**config.mk**
```make
export PLATFORM = sky130hd
export DESIGN_NAME = cdc_2phase_core
export DESIGN_NICKNAME = d
export VERILOG_FILES = /design/src/rtl/cdc_2phase_core.sv
export SDC_FILE = /design/constraint.sdc
export NUM_CORES = 1
export LEC_CHECK = 0
export CAP_MARGIN = 0
export CELL_PAD_IN_SITES_DETAIL_PLACEMENT = 0
export CELL_PAD_IN_SITES_GLOBAL_PLACEMENT = 1
export CORE_AREA = 2 2 39 41
export DETAILED_ROUTE_END_ITERATION = 12
export DIE_AREA = 0 0 41 43
export HOLD_SLACK_MARGIN = 0.15
export PLACE_DENSITY = 0.6
export SYNTH_ARGS = -nofsm -noshare
export SYNTH_HDL_FRONTEND = slang
export SYNTH_SLANG_ARGS = --single-unit
```
**constraint.sdc**
```tcl
create_clock -name clk_i -period 1.8 [get_ports clk_i]
set_input_delay 0.18 -clock clk_i [delete_from_list [all_inputs] [get_ports clk_i]]
set_output_delay 0.18 -clock clk_i [all_outputs]
set_load 0.1 [all_outputs]
```
**src/rtl/cdc_2phase_core.sv**
```systemverilog
// Single-word valid/ready channel built on a 2-phase req/ack toggle handshake.
// req/ack cross between sides through SYNC_STAGES-deep synchronizer chains.
module cdc_2phase_core #(
  parameter type T           = logic,
  parameter int  SYNC_STAGES = 2
) (
  input  logic clk_i,
  input  logic rst_ni,
  input  logic src_clr_i,
  input  T     src_data_i,
  input  logic src_valid_i,
  output logic src_ready_o,
  input  logic dst_clr_i,
  output T     dst_data_o,
  output logic dst_valid_o,
  input  logic dst_ready_i
);

  logic                   clr;
  logic                   src_req_q;
  T                       src_data_q;
  logic                   dst_ack_q;
  logic [SYNC_STAGES-1:0] req_sync;
  logic [SYNC_STAGES-1:0] ack_sync;
  logic                   src_fire;
  logic                   dst_fire;

  // Clearing both sides together keeps req and ack phases aligned.
  assign clr = src_clr_i | dst_clr_i;

  assign src_ready_o = (src_req_q == ack_sync[SYNC_STAGES-1]);
  assign dst_valid_o = (req_sync[SYNC_STAGES-1] != dst_ack_q);
  assign dst_data_o  = src_data_q;

  assign src_fire = src_valid_i & src_ready_o;
  assign dst_fire = dst_valid_o & dst_ready_i;

  always_ff @(posedge clk_i or negedge rst_ni) begin
    if (!rst_ni) begin
      src_req_q  <= 1'b0;
      src_data_q <= '0;
    end else if (clr) begin
      src_req_q  <= 1'b0;
      src_data_q <= '0;
    end else if (src_fire) begin
      src_req_q  <= ~src_req_q;
      src_data_q <= src_data_i;
    end
  end

  always_ff @(posedge clk_i or negedge rst_ni) begin
    if (!rst_ni) begin
      dst_ack_q <= 1'b0;
    end else if (clr) begin
      dst_ack_q <= 1'b0;
    end else if (dst_fire) begin
      dst_ack_q <= ~dst_ack_q;
    end
  end

  always_ff @(posedge clk_i or negedge rst_ni) begin
    if (!rst_ni) begin
      req_sync <= '0;
      ack_sync <= '0;
    end else if (clr) begin
      req_sync <= '0;
      ack_sync <= '0;
    end else begin
      req_sync[0] <= src_req_q;
      ack_sync[0] <= dst_ack_q;
      for (int i = 1; i < SYNC_STAGES; i++) begin
        req_sync[i] <= req_sync[i-1];
        ack_sync[i] <= ack_sync[i-1];
      end
    end
  end

endmodule

```
==> metrics.md, run 1 <==
| Metric | Value |
|---|---|
| Most frequent cells after synthesis | `dfrtp_1 (7), and2_1 (4), mux2i_1 (3), nand2_1 (3), nor3_1 (2)` |
| Asr flop ratio synth | `1.00` |
| Met3 GRT Util | `0.0471` |
| Rows | `14` |
| Slew HR | `0.791` |
| Final Setup Violations | `0` |
| Total gr overflow | `0` |
| Core footprint | `1380 µm²` |
| R2r endpoint | `dst_data_o` |
| Syn nets | `30` |
| PwrDens | `790 nW/µm²` |
| Crit Path Class | `reg -> out` |
| Reg2Reg Setup Slack | `0.83 ns` |
| Worst Setup SP | `ack_sync[1]` |
| Post-synth EDFFs | `0` |
| Drt initial violations | `0` |
| Fillers | `141` |
| Seq cells post-synth | `7` |
| Antenna violations before repair | `0` |
| Final Cycle Share | `0.707` |
| Die Y | `43 µm` |
| # port buffers | `9` |
| Total CTS buffers | `3` |
| TritonRoute pass-1 iters | `1` |
| Crit path capture | `src_ready_o` |
| Share of layout cells above drive strength 1 | `0.222` |
| Root Buffer | `clkbuf_4` |
| Max_cap viols | `0` |
| Ys Warns | `0` |
| Synthesized instance count | `23` |
| P_leak | `0.209 nW` |
| Vias in the first global route | `206` |
| Max-slew violations | `0` |
| Register area share after synthesis | `0.617` |
| DRC violations left | `0` |
| Worst Setup Start Kind | `flop` |
| Global Route Usage Sum | `0.0754` |
| Critical Path RT | `1.62 ns` |
| Mean post-synth cell area | `12.3 µm²` |
| Final hold viol count | `0` |
| # diodes | `0` |
| Die Area | `1760 µm²` |
| Gpl congestion | `0.707` |
| Met1 Usage GRT | `0.0842` |
| Register Area | `175 µm²` |
| Cell count after placement | `48` |
| Final Skew | `0.00177 ns` |
| Global-route wire length before repair | `807 µm` |
| Initial Util | `0.205` |
| Synth area leaders | `dfrtp_1 (62%), mux2i_1 (11%), and2_1 (8.8%), xnor2_2 (5.7%), nand2_1 (4.0%)` |
| Dpl cell area | `419 µm²` |
| Crit Path Max Fanout | `2` |
| Most common cell in the netlist | `dfrtp_1` |
| Worst slew pin tran | `0.312 ns` |
| Post-CTS Setup Repair Bufs | `0` |
| Fmax | `786 MHz` |
| Design Area, Final | `445 µm²` |
| VDD IR-drop max | `0.240 mV` |
| Total Nets Final | `44` |
| CTS tree | `built` |
| CP Capture Type | `output port` |
| Status | `completed` |
| Post-Synthesis Cell Area | `284 µm²` |
| Share of the synthesized area in the top cell type | `0.617` |
| CTS-repair resized insts | `0` |
| Routed wire length | `493 µm` |
| Die Wd | `41 µm` |
| Top FF cell, synth | `dfrtp_1` |
| Most area-hungry cell type in the Yosys netlist | `dfrtp_1` |
| Unrepaired setup endpoints after global routing | `no` |
| CTS HTree Levels | `1` |
| IO Pins | `10` |
| Pin count of the biggest net entering global routing | `8` |
| Number of buffers on the longest clock path | `2` |
| Clock slew at reported path FFs | `0.05 ns` |
| Synth-to-Final Area Change | `56.8%` |
| Routed vias | `203` |
| Clk_lat worst skew | `0.25 ns` |
| CTS Sinks | `7` |
| Post-DP HPWL | `398 µm` |
| Area occupied by multi-input gates | `113 µm²` |
| Tmin final | `1.27 ns` |
| Met2 Track Usage GR | `0.0875` |
| Routed wire per std cell | `9.48 µm` |
| Grt peak-use layer | `met2` |
| Hold Crit Class | `in -> async` |
| Layout Cells excl Fill | `52` |
| Vias/cell | `3.90` |
| Hold Buf Count CTS | `0` |
| Setup_tns | `0 ns` |
| Launch point of the worst reg-to-reg path | `ack_sync[1]` |
| DRT antenna net count | `0` |
| Critical Path AT | `1.09 ns` |
| R2R cell count | `3` |
| Netlist cell types | `9` |
[state kept, by name (all words and copies together) (netlist names)]
register	flops
dst_data_o	1
dst_ack_q	1
ack_sync	2
src_req_q	1
req_sync	2
[layout make-up]
type / instances / share of cell area
flip-flops and latches: 7 / 0.393
multi-input cells: 15 / 0.253
repair buffers: 9 / 0.242
clock buffers: 4 / 0.0590
well taps: 16 / 0.0449
inverters: 1 / 0.00843
[cell families (layout without fill, tap and decap cells)]
group,after synthesis,count (layout),share of synthesized area
muxes,3,3,0.106
and+or+nand+nor,10,10,0.176
DFF,7,7,0.617
buffers and inverters,1,14,0.0132
xor gates and xnor gates,2,2,0.0881
[layer usage]
layer / vias to the layer above / wire [µm] / share of wire
met5: - / 0 / 0
met4: 0 / 14 / 0.028
met3: 2 / 52 / 0.11
met2: 8 / 217 / 0.44
met1: 95 / 208 / 0.42
li1: 98 / - / -
[cells in the final DEF (no fill, tap or decap)]
| master | synthesis | final |
|---|---|---|
| and2_1 | 4 | 4 |
| buf_12 | 0 | 2 |
| buf_4 | 0 | 1 |
| clkbuf_1 | 0 | 1 |
| clkbuf_4 | 0 | 3 |
| clkdlybuf4s50_1 | 0 | 6 |
| dfrtp_1 | 7 | 7 |
| inv_1 | 1 | 1 |
| mux2i_1 | 3 | 3 |
| nand2_1 | 3 | 3 |
| nor2_1 | 1 | 1 |
| nor3_1 | 2 | 2 |
| xnor2_2 | 1 | 1 |
| xor2_2 | 0 | 1 |
[critical path, cell delays in order (launching register included)]
cell and delay (ns):
dfrtp_1 0.40, xnor2_2 0.23, buf_12 0.21
[worst min-delay path by stage]
stage	to	depth (start not counted)	slack, ns	from
6_report	dst_ack_q	1	0.18	rst_ni
5_1_grt	ack_sync[0]	1	0.20	rst_ni
4_1_cts	dst_data_o	1	0.18	rst_ni
3_5_place_dp	req_sync[1]	1	0.43	req_sync[0]
3_3_place_gp	ack_sync[1]	1	0.44	ack_sync[0]
2_1_floorplan	ack_sync[0]	0	-0.12	rst_ni
[power by group]
part	internal (mW)	leakage, nW	switching [mW]
logic	0.0218	0.0974	0.0260
registers	0.160	0.0968	0.00188
clock network	0.0846	0.0150	0.0579
[metrics by stage]
step / util / setup slack (ns) / total power [mW] / hold slack (ns)
after detailed placement: 0.303 / 0.572 / 0.213 / 0.434
final: 0.322 / 0.527 / 0.352 / 0.182
after CTS: 0.322 / 0.509 / 0.357 / 0.183
after global placement: 0.303 / 0.595 / 0.212 / 0.442
after floorplan: - / 0.0171 / 0.187 / -0.116
after global routing: 0.322 / 0.470 / 0.371 / 0.196
(Power assumes the default switching activity.)
==> inputs of run 2 (changes only) <==
==> constraint.sdc (replaced) <==
create_clock -name clk_i -period 1.22 [get_ports clk_i]
set_input_delay 0.122 -clock clk_i [delete_from_list [all_inputs] [get_ports clk_i]]
set_output_delay 0.122 -clock clk_i [all_outputs]
set_load 0.1 [all_outputs]
==> run 2 against run 1 <==
Against the previous run:
- hold slack better by 0.26 ns
- register-to-register slack lost 0.56 ns
- clock-buffer cell count stayed put
- sequential cell count did not move
- cell count grew 1.9%
- sequential power rose by 49%
- clock skew rose by 0.0024 ns
- routed wire length decreased by 0.41%
- clock power is 44% higher
- first-iteration DRC count increased by 1
- final area up 8.1%
- non-clock buffer count increased by 1
- highest routed layer is now met3
==> metrics.md, run 2 (synthesis gave the netlist of run 1 again) <==
| Metric | Value |
|---|---|
| Vias in the first global route | `235 (+14%)` |
| Cell Chain, Critical Path | `xnor2_4 > buf_12` |
| Clk_lat worst skew | `0.25 ns (about the same)` |
| Status | `completed` |
| Critical Path RT | `1.10 ns (-0.52 ns)` |
| Global Route Usage Sum | `0.0772 (+0.00180)` |
| Die Y | `43 µm (unchanged)` |
| Synth-to-Final Area Change | `69.6%` |
| Routed wire per std cell | `9.26 µm (-2.3%)` |
| Overall Power | `523 µW (+49%)` |
| Final core utilization | `0.348 (+0.0262)` |
| Total Nets Final | `45 (+2.3%)` |
| Crit Path Class | `reg -> out` |
| Antenna violations before repair | `0 (unchanged)` |
| CP max stage cell | `dfrtp_2` |
| CP top delay family | `flip-flops` |
| Hold Crit Class | `in -> reg` |
| Root Buffer | `clkbuf_4` |
| Initial Util | `0.205 (unchanged)` |
| # diodes | `0 (unchanged)` |
| Final Cycle Share | `0.982` |
| Final hold viol count | `0 (unchanged)` |
| Routed vias | `197 (-3.0%)` |
| Core footprint | `1380 µm² (unchanged)` |
| Slew HR | `0.787 (-0.00368)` |
| # port buffers | `9 (unchanged)` |
| Worst Setup Start Kind | `flop` |
| Post-CTS Setup Repair Bufs | `0 (unchanged)` |
| VDD IR-drop max | `0.352 mV (+46%)` |
| Gpl congestion | `0.699 (-1.2%)` |
| CTS tree | `built` |
| Rows | `14 (unchanged)` |
| Drt initial violations | `1 (+1)` |
| Global-route wire length before repair | `903 µm (+12%)` |
| Post-DP HPWL | `395 µm (-0.73%)` |
| Tmin final | `1.20 ns` |
| Final Setup Violations | `0 (unchanged)` |
| Met2 WL | `261 µm (+20%)` |
| Fmax | `835 MHz` |
| CTS HTree Levels | `1 (unchanged)` |
| CTS Sinks | `7 (unchanged)` |
| Critical Path AT | `1.08 ns (about the same)` |
| Pin count of the biggest net entering global routing | `8 (unchanged)` |
| Number of buffers on the longest clock path | `2 (unchanged)` |
| DRT antenna net count | `0 (unchanged)` |
| Biggest regs | `ack_sync (2), req_sync (2)` |
| Unrepaired setup endpoints after global routing | `yes` |
| CP Capture Type | `output port` |
| Routed wire length | `491 µm (-0.41%)` |
| Max_cap viols | `0 (unchanged)` |
| P_leak | `0.215 nW (+2.7%)` |
| Crit path buffers/inverters | `1 (unchanged)` |
| Max Used Layer | `met3` |
| Total CTS buffers | `3 (unchanged)` |
| Vias/cell | `3.72 (-4.8%)` |
| CP max stage delay | `0.44 ns (+0.04 ns)` |
| DRC violations left | `0 (unchanged)` |
| Commonest non-fill, non-tap cell in the layout | `clkdlybuf4s50_1` |
| Worst slew pin tran | `0.318 ns (+0.00567 ns)` |
| Total gr overflow | `0 (unchanged)` |
| Clock slew at reported path FFs | `0.05 ns (about the same)` |
| Metal3 WL | `27 µm (-48%)` |
| Die Area | `1760 µm² (unchanged)` |
| Crit Path Max Fanout | `2 (unchanged)` |
| Commonest non-fill, non-tap cells in the layout | `clkdlybuf4s50_1 (6), dfrtp_1 (5), and2_1 (4)` |
| TritonRoute pass-1 iters | `2 (+1)` |
| Share of layout cells above drive strength 1 | `0.270 (+0.0480)` |
| Die Wd | `41 µm (unchanged)` |
| Final Skew | `0.00415 ns (+0.00238 ns)` |
| Max-slew violations | `0 (unchanged)` |
| IO Pins | `10 (unchanged)` |
| WL met1 | `202 µm (-2.9%)` |
| PwrDens | `1090 nW/µm² (+37%)` |
run 2: layout make-up:
cell class / instances / area, µm²
well taps: 16 / 20.0
fillers: 143 / 902
flip-flops and latches: 7 / 178
multi-input cells: 15 / 124
clock buffers: 4 / 26.3
inverters: 1 / 3.75
repair buffers: 10 / 130
run 2: through the flow:
stage	std cells	hold WS, ns	cell area, µm²	worst slack, ns	setup TNS [ns]
floorplan	23	-0.174	303	-0.235	-0.444
global placement	48	0.397	443	0.0879	0
detailed placement	48	0.410	443	0.0740	0
CTS	53	0.435	480	0.00459	0
global route	53	0.471	482	-0.0154	-0.0154
finish	53	0.438	482	0.0221	0
run 2: layer usage:
metal  vias up  global-route usage
met5         -                   0
met4         0              0.0600
met3         0              0.0157
met2         4               0.116
met1        92              0.0900
li1        101                   -
run 2: power breakdown:
group          internal (mW)  leakage, nW  switching [mW]
Clock                  0.125       0.0150          0.0812
Sequential             0.236       0.0936         0.00432
Combinational         0.0386        0.106          0.0386
Total                  0.399        0.215           0.124
run 2: worst paths after layout:
check | cells past startpoint | start | slack [ns] | to
min in group asynchronous | 2 | rst_ni | 0.68 | dst_ack_q
worst min-delay path | 3 | src_data_i | 0.44 | dst_data_o
worst max-delay path | 2 | ack_sync[1] | 0.02 | src_ready_o
max in group asynchronous | 2 | rst_ni | 0.28 | ack_sync[1]
worst max register to register | 3 | ack_sync[1] | 0.27 | dst_data_o
worst min register to register | 1 | ack_sync[0] | 0.45 | ack_sync[1]
run 2: worst reg2reg max path, delay by kind of cell (launching register included):
kind | cells | cell delay (ns)
mux | 1 | 0.12
simple gates | 1 | 0.09
xor+xnor | 1 | 0.20
flops | 1 | 0.44
run 2: repair_timing:
item	CTS	global route
pin swaps	1	0
hold buffers	1	0
endpoints found under the setup margin	2	1
resized for setup	1	1
endpoints found under the hold margin	7	0
